## src/rtl/cb_cfg_pkg.sv

```systemverilog
// Shared types and sizing helpers for the connection-block configuration loader.
// The c-bus width comes from cb_nbits so the loader and the connection block always agree.
package cb_cfg_pkg;

    typedef enum logic [1:0] {
        IDLE   = 2'd0,
        LOAD   = 2'd1,
        COMMIT = 2'd2,
        RDBK   = 2'd3
    } cfg_state_e;

    function automatic int cb_nbits(
        input int ws,
        input int wd,
        input int wg,
        input int clbin0,
        input int clbin1,
        input int clbout0,
        input int clbout1,
        input int clbos,
        input int clbod,
        input int clbx
    );
        return clbout0 * (clbos + clbod) + clbin0 * (ws + wd + wg + clbx * clbout1)
             + clbout1 * (clbos + clbod) + clbin1 * (ws + wd + wg + clbx * clbout0);
    endfunction

    function automatic int nwords(input int nbits, input int w);
        return (nbits + w - 1) / w;
    endfunction

endpackage

```

## src/rtl/cb_cfg_shifter.sv

```systemverilog
// Shadow shift register: each accepted word enters at the top so the first word ends up lowest.
// Only the low OUTW bits are exposed; the pad bits of the last word never leave this module.
module cb_cfg_shifter #(
    parameter int PW   = 256,
    parameter int W    = 16,
    parameter int OUTW = 248
) (
    input  logic            clk,
    input  logic            rst,
    input  logic            shift_en,
    input  logic [W-1:0]    din,
    output logic [OUTW-1:0] q
);

    logic [PW-1:0] shadow_q;

    always_ff @(posedge clk or posedge rst) begin
        if (rst) begin
            shadow_q <= '0;
        end else if (shift_en) begin
            shadow_q <= {din, shadow_q[PW-1:W]};
        end
    end

    assign q = shadow_q[OUTW-1:0];

endmodule

```

## src/rtl/cb_config_loader.sv

```systemverilog
// Loads one connection block's switch pattern word by word, then commits it atomically to cfg_out.
// Optional readback of the active pattern is enabled by defining CB_CFG_READBACK_EN.
module cb_config_loader
    import cb_cfg_pkg::*;
#(
    parameter int WS      = 8,
    parameter int WD      = 8,
    parameter int WG      = 3,
    parameter int CLBIN0  = 6,
    parameter int CLBIN1  = 6,
    parameter int CLBOUT0 = 1,
    parameter int CLBOUT1 = 1,
    parameter int CLBOS   = 2,
    parameter int CLBOD   = 2,
    parameter int CLBX    = 1,
    parameter int CFG_W   = 16,
    localparam int NBITS  = cb_nbits(WS, WD, WG, CLBIN0, CLBIN1, CLBOUT0, CLBOUT1, CLBOS, CLBOD, CLBX),
    localparam int NWORDS = nwords(NBITS, CFG_W),
    localparam int PW     = NWORDS * CFG_W
) (
    input  logic             clk,
    input  logic             rst,
    input  logic             start,
    input  logic             abort,
    input  logic [CFG_W-1:0] cfg_data,
    input  logic             cfg_valid,
    output logic             cfg_ready,
    output logic             busy,
    output logic             done,
    output logic [NBITS-1:0] cfg_out
`ifdef CB_CFG_READBACK_EN
    ,
    input  logic             rb_start,
    output logic [CFG_W-1:0] rb_data,
    output logic             rb_valid
`endif
);

    localparam int CW = $clog2(NWORDS + 1);
    localparam logic [CW-1:0] LAST = CW'(NWORDS - 1);

    cfg_state_e       state_q;
    logic [CW-1:0]    word_cnt_q;
    logic [NBITS-1:0] cfg_out_q;
    logic             done_q;
    logic [NBITS-1:0] shadow;
    logic             accept;

    // Abort wins over a word offered in the same cycle.
    assign accept    = (state_q == LOAD) && cfg_valid && !abort;
    assign cfg_ready = (state_q == LOAD);
    assign busy      = (state_q != IDLE);
    assign done      = done_q;
    assign cfg_out   = cfg_out_q;

    cb_cfg_shifter #(
        .PW   (PW),
        .W    (CFG_W),
        .OUTW (NBITS)
    ) u_shifter (
        .clk      (clk),
        .rst      (rst),
        .shift_en (accept),
        .din      (cfg_data),
        .q        (shadow)
    );

    always_ff @(posedge clk or posedge rst) begin
        if (rst) begin
            state_q    <= IDLE;
            word_cnt_q <= '0;
            cfg_out_q  <= '0;
            done_q     <= 1'b0;
        end else begin
            done_q <= 1'b0;
            case (state_q)
                IDLE: begin
                    if (start) begin
                        state_q    <= LOAD;
                        word_cnt_q <= '0;
                    end
`ifdef CB_CFG_READBACK_EN
                    else if (rb_start) begin
                        state_q    <= RDBK;
                        word_cnt_q <= '0;
                    end
`endif
                end
                LOAD: begin
                    if (abort) begin
                        state_q <= IDLE;
                    end else if (cfg_valid) begin
                        word_cnt_q <= word_cnt_q + CW'(1);
                        if (word_cnt_q == LAST) begin
                            state_q <= COMMIT;
                        end
                    end
                end
                COMMIT: begin
                    cfg_out_q <= shadow;
                    done_q    <= 1'b1;
                    state_q   <= IDLE;
                end
                RDBK: begin
`ifdef CB_CFG_READBACK_EN
                    word_cnt_q <= word_cnt_q + CW'(1);
                    if (word_cnt_q == LAST) begin
                        state_q <= IDLE;
                    end
`else
                    state_q <= IDLE;
`endif
                end
                default: state_q <= IDLE;
            endcase
        end
    end

`ifdef CB_CFG_READBACK_EN
    logic [PW-1:0] rb_pad;

    assign rb_pad   = PW'(cfg_out_q);
    assign rb_valid = (state_q == RDBK);

    // Word select for readback; zero outside RDBK so the bus is quiet when idle.
    always_comb begin
        rb_data = '0;
        if (state_q == RDBK) begin
            for (int k = 0; k < NWORDS; k++) begin
                if (word_cnt_q == CW'(k)) begin
                    rb_data = rb_pad[k*CFG_W +: CFG_W];
                end
            end
        end
    end
`endif

endmodule

```

## config.mk

```make
export PLATFORM = sky130hd
export DESIGN_NAME = cb_config_loader
export DESIGN_NICKNAME = d
export VERILOG_FILES = /design/src/rtl/cb_cfg_pkg.sv /design/src/rtl/cb_cfg_shifter.sv /design/src/rtl/cb_config_loader.sv
export SDC_FILE = /design/constraint.sdc
export NUM_CORES = 1
export LEC_CHECK = 0
export ABC_AREA = 1
export CORE_MARGIN = 4
export CORE_UTILIZATION = 60
export CTS_CLUSTER_SIZE = 28
export DETAILED_ROUTE_END_ITERATION = 8
export PLACE_DENSITY = 0.83
export SYNTH_ARGS = -nofsm -noshare
export SYNTH_HDL_FRONTEND = slang
export SYNTH_HIERARCHICAL = 1
export SYNTH_SLANG_ARGS = --single-unit
export TNS_END_PERCENT = 30
```

## constraint.sdc

```tcl
create_clock -name clk -period 18.72 [get_ports clk]
set_input_delay 3.744 -clock clk [delete_from_list [all_inputs] [get_ports clk]]
set_output_delay 3.744 -clock clk [all_outputs]
set_load 0.02 [all_outputs]
```

Word level (Yosys, flattened, before mapping)
Cells that the tools add are included.
{"block": "classes", "n_addsub": 1, "n_eq_ne": 9, "mux": 10, "reduce_logical": 9}
{"operator": "$mux W5", "count": 3}
{"operator": "$pmux W5 S2", "count": 1}
{"operator": "$mux W2", "count": 4}
{"operator": "$ne A2 B2 Y1 const B", "count": 3}
{"operator": "$pmux W2 S3", "count": 1}
{"operator": "$add A5 B1 Y5 const B", "count": 1}
{"operator": "$eq A5 B4 Y1 const B", "count": 1}
{"operator": "$eq A2 B2 Y1 const B", "count": 2}
{"operator": "$reduce_and A4 Y1", "count": 1}
{"operator": "$reduce_bool A2 Y1", "count": 2}
{"operator": "$ne A3 B2 Y1 const B", "count": 1}
{"operator": "$ne A3 B3 Y1 const B", "count": 1}
{"operator": "$reduce_and A3 Y1", "count": 1}
{"operator": "$eq A2 B1 Y1 const B", "count": 1}
{"operator": "$logic_and A1 B1 Y1", "count": 2}
{"operator": "$logic_not A2 Y1", "count": 1}
{"operator": "$reduce_or A2 Y1", "count": 1}
{"operator": "$logic_not A1 Y1", "count": 1}
{"operator": "$mux W1", "count": 1}
{"block": "word_totals", "reg_bits": 512, "output_inout_bits": 251, "word_cells": 34, "input_bits": 21}

Logic depth before layout (Yosys ltp)
{"block": "depth", "depth_word": 5, "depth_mapped": 9, "depth_no_buf": 7}

Cells and area by module
The synthesis kept the hierarchy.
{"mod": "cb_cfg_shifter", "cells_per_inst": 1331, "instances": 1, "seq_area_each_um2": 6406.1, "area_per_inst_um2": 11652.4}
{"mod": "cb_config_loader", "cells_per_inst": 1110, "instances": 1, "seq_area_each_um2": 6406.1, "area_per_inst_um2": 9865.7}

Worst setup path before layout
Ideal clock, no wire load.
{"block": "synth_path", "kind": "input to register", "start": "in cfg_valid", "end": "reg u_shifter.shadow_q[165]", "setup_ps": 116, "t_required_ps": 18604, "stages": 8, "path_buffers": 3, "t_arrival_ps": 4616, "path_slack_ps": 13988, "path_cell_list": "nand3_1 -> nor2_1 -> buf_6 -> inv_4 -> buf_6 -> buf_6 -> nand2_1 -> nand2_1"}
{"block": "synth_between", "elab_chain_cells": 2}
{"element": "start: declaration", "line_no": "cb_config_loader.sv:26", "source": "input logic cfg_valid,"}
{"element": "$logic_and A1 B1 Y1 (2 in a row)", "line_no": "cb_config_loader.sv:50", "source": "assign accept = (state_q == LOAD) && cfg_valid && !abort;"}
{"element": "named net accept", "line_no": "cb_config_loader.sv:47", "source": "logic accept;"}
{"element": "end signal: assignment", "line_no": "cb_cfg_shifter.sv:21", "source": "shadow_q <= {din, shadow_q[PW-1:W]};"}
{"element": "end: declaration", "line_no": "cb_cfg_shifter.sv:15", "source": "logic [PW-1:0] shadow_q;"}
The timed path passes the listed nets, and every way through them passes these cells.
A chain may end at the register's enable or synchronous reset.

Worst setup path in the final report
{"block": "layout_path", "start": "in cfg_valid", "end": "reg u_shifter.shadow_q[191]"}
Same word-level chain as after synthesis.

==> flow_summary.yaml <==
logic_synthesis:
  synth_area_leader_cell: "dfrtp_1"
  ys_ff_latch: 512
  yosysSeqAreaShare_pct: 59.5
  yosys_warnings: 6
  synth.distinct_cells: 17
  synth_fp_nets: 2464
  syn_area_um2: 21500
  syn_inst: 2441
  synth.top_cell.area_share_pct: 59.5
  synthTopCellsByArea: "dfrtp_1 60%, nand2_1 27%, buf_4 9.0%, buf_6 2.7%, buf_2 1.1%"
  syn_avg_cell_area_um2: 8.82
global_route:
  grt_pass1_vias: 15500
  grt_max_degree: 262
  gr-usage-met3_pct: 4.86
  gr-usage-met2_pct: 43.2
  antenna_found_initial: 0
  globalRouteMet1Util_pct: 35.2
  grt_pass1_wl_um: 82000
  grt_util_all_layers_pct: 26.2
  gr-total-overflow: 0
  grt_busiest_layer: "met2"
worst_setup_path:
  rrSetupSlack_ps: 15100
  cp-end-kind: "register"
  crit_fanout: 261
  endpoint: "u_shifter/shadow_q[191]"
  ff2ff_path_depth: 8
  start_kind: "input port"
  startpoint: "cfg_valid"
  worstPathRequired_ps: 19230
  criticalPathCategory: "input port to register"
  r2r-end: "u_shifter/shadow_q[191]"
  crit_arrival_ps: 7150
  r2r_start: "state_q[1]"
worst_hold_path:
  hp-class: "register to register"
timing:
  tightestPinTransition_ps: 1260
  min_period_ps: 6640
  finalHoldViolations: 0
  relSlewSlack_pct: 15.7
  worst_clock_skew_ps: 28.3
  finalSetupTns_ps: 0
  slew_viol_final: 0
  post-route-period-util_pct: 35.5
  rsz0062_at_grt: "false"
  fin_ws_ps: 12080
  whs_ps: 471
  fmax_mhz: 151
  setup_viol: 0
pwr:
  powerDensity_nw_per_um2: 104
  total_leakage_power_nw: 13.2
  p_switching_uw: 633
  p_total_mw: 2.48
  combPwrFrac_pct: 6.1
  pwr-share-clk_pct: 40.7
  switching_share_pct: 25.6
  vdd_drop_max_v: 0.0000741
  power_frac_seq_pct: 53.2
  intPower_mw: 1.85
cells_and_area:
  seq_area_um2: 12800
  nets: 2437
  drive_gt1_share_pct: 3.95
  diodes: 0
  area_delta_synth_final_pct: 10.7
  multiInputGateArea_um2: 5890
  final.fill_count: 2724
floorplanning:
  start_util_pct: 60.6
  die_area_um2: 39000
  core-area_um2: 35500
  die_w_um: 197
  pin_count: 272
  num_rows: 69
  die_h_um: 197
detailed_routing:
  wire_per_inst_um: 17.3
  via_per_inst: 5.20
  ant_nets: 0
  remaining_drc_errors: 0
  drtIter0Drc: 1177
  first_pass_iters: 5
  vias: 15200
  totalWireLength_um: 50600
clock_network:
  cts_resized: 0
  clock_latency_ps: 580
  ctsRootBufferMaster: "clkbuf_16"
  cts_made_buffers: 50
  post_cts_buffers: 0
  cts_tree: "built"
  path_clk_slew_ps: 60
  cts_sinks: 512
  cts_buffer_depth: 3
  htree_num_levels: 2
  cts_hold_buf: 0
run_status:
  status: "complete, no violations"
place:
  io_buffers: 271
  hpwl_um: 31600
  place.gp.congestion: 0.847
  pre_cts_ws_ps: 11690
run:
  cap_violations: 0
==> cells by family after synthesis <==
group           synth area share [%]
compound gates                0.0232
buf+inv                         13.2
flops                           59.5
simple gates                    27.1
fa+ha+maj                      0.116
==> power by group through the flow <==
stage	logic (mW)	registers, mW	clock network [mW]
after floorplan	0.252	1.29	0
after global placement	0.138	1.33	0
after detailed placement	0.150	1.33	0
after CTS	0.151	1.32	1.02
after global routing	0.176	1.33	1.07
final	0.151	1.32	1.01
==> worst min-delay path by stage <==
stage	start	to	slack, ps	depth (start not counted)
finish	u_shifter/shadow_q[7]	u_shifter/shadow_q[7]	470	2
floorplan	word_cnt_q[4]	word_cnt_q[4]	440	2
global route	u_shifter/shadow_q[11]	u_shifter/shadow_q[11]	500	2
global placement	u_shifter/shadow_q[2]	cfg_out[2]	450	2
CTS	u_shifter/shadow_q[7]	cfg_out[7]	470	2
detailed placement	u_shifter/shadow_q[7]	cfg_out[7]	460	2
==> placed cells by master (no fill, tap or decap) <==
cell type / instances
inv_8: 4
nor4_1: 1
nand4_1: 1
bufinv_16: 4
clkbuf_16: 50
nor2_1: 6
clkinv_2: 13
inv_6: 2
nand3_1: 4
clkinv_8: 1
inv_1: 10
inv_2: 1
clkinvlp_4: 2
nor2_4: 1
nand2_1: 1538
buf_12: 1
clkbuf_8: 9
ha_1: 2
nand2_8: 1
dfrtp_1: 512
buf_4: 8
o21ai_0: 1
clkdlybuf4s50_1: 271
clkbuf_1: 13
==> flip-flops by register name, summed over array words and instances (netlist names) <==
signal and count:
cfg_out 248, u_shifter/shadow_q 256, state_q 2, done 1, word_cnt_q 5
==> Yosys cell counts <==
cell         n
buf_6       52
nand2_2      1
nor4_1       1
ha_1         2
inv_1       12
inv_4        1
nand3_1      4
clkbuf_1     1
dfrtp_1    512
inv_2        2
buf_8        1
buf_4      259
nand2_1   1538
o21ai_0      1
nor2_1       7
nand4_1      1
buf_2       46
==> through the flow <==
step | area, um2 | std cells | util (%)
global route | 23800 | 2917 | 67.1
CTS | 23800 | 2917 | 67.1
detailed placement | 22200 | 2823 | 62.4
finish | 23800 | 2917 | 67.1
floorplan | 21500 | 2441 | -
global placement | 22200 | 2823 | 62.4
==> worst max-delay path, stage by stage <==
cell	delay, ps
clkdlybuf4s50_1	470
nand3_1	200
nor2_4	50
buf_12	250
inv_8	800
buf_4	890
nand2_1	200
nand2_1	140
==> area by class of cell <==
| type | count | area share [%] |
|---|---|---|
| Clock inverter | 22 | 0.982 |
| Tap cell | 461 | 2.42 |
| Clock buffer | 72 | 5.98 |
| Inverter | 15 | 0.363 |
| Multi-Input combinational cell | 1555 | 24.7 |
| Timing Repair Buffer | 280 | 11.7 |
| Sequential cell | 512 | 53.8 |
==> layer usage <==
metal / vias up / share of wire [%] / wire length, um
met1: 7450 / 40 / 20100
met2: 583 / 49 / 24900
li1: 7029 / - / -
met5: - / 0 / 0
met3: 113 / 7.3 / 3670
met4: 0 / 3.8 / 1930
Power figures use the tool's default switching activity.
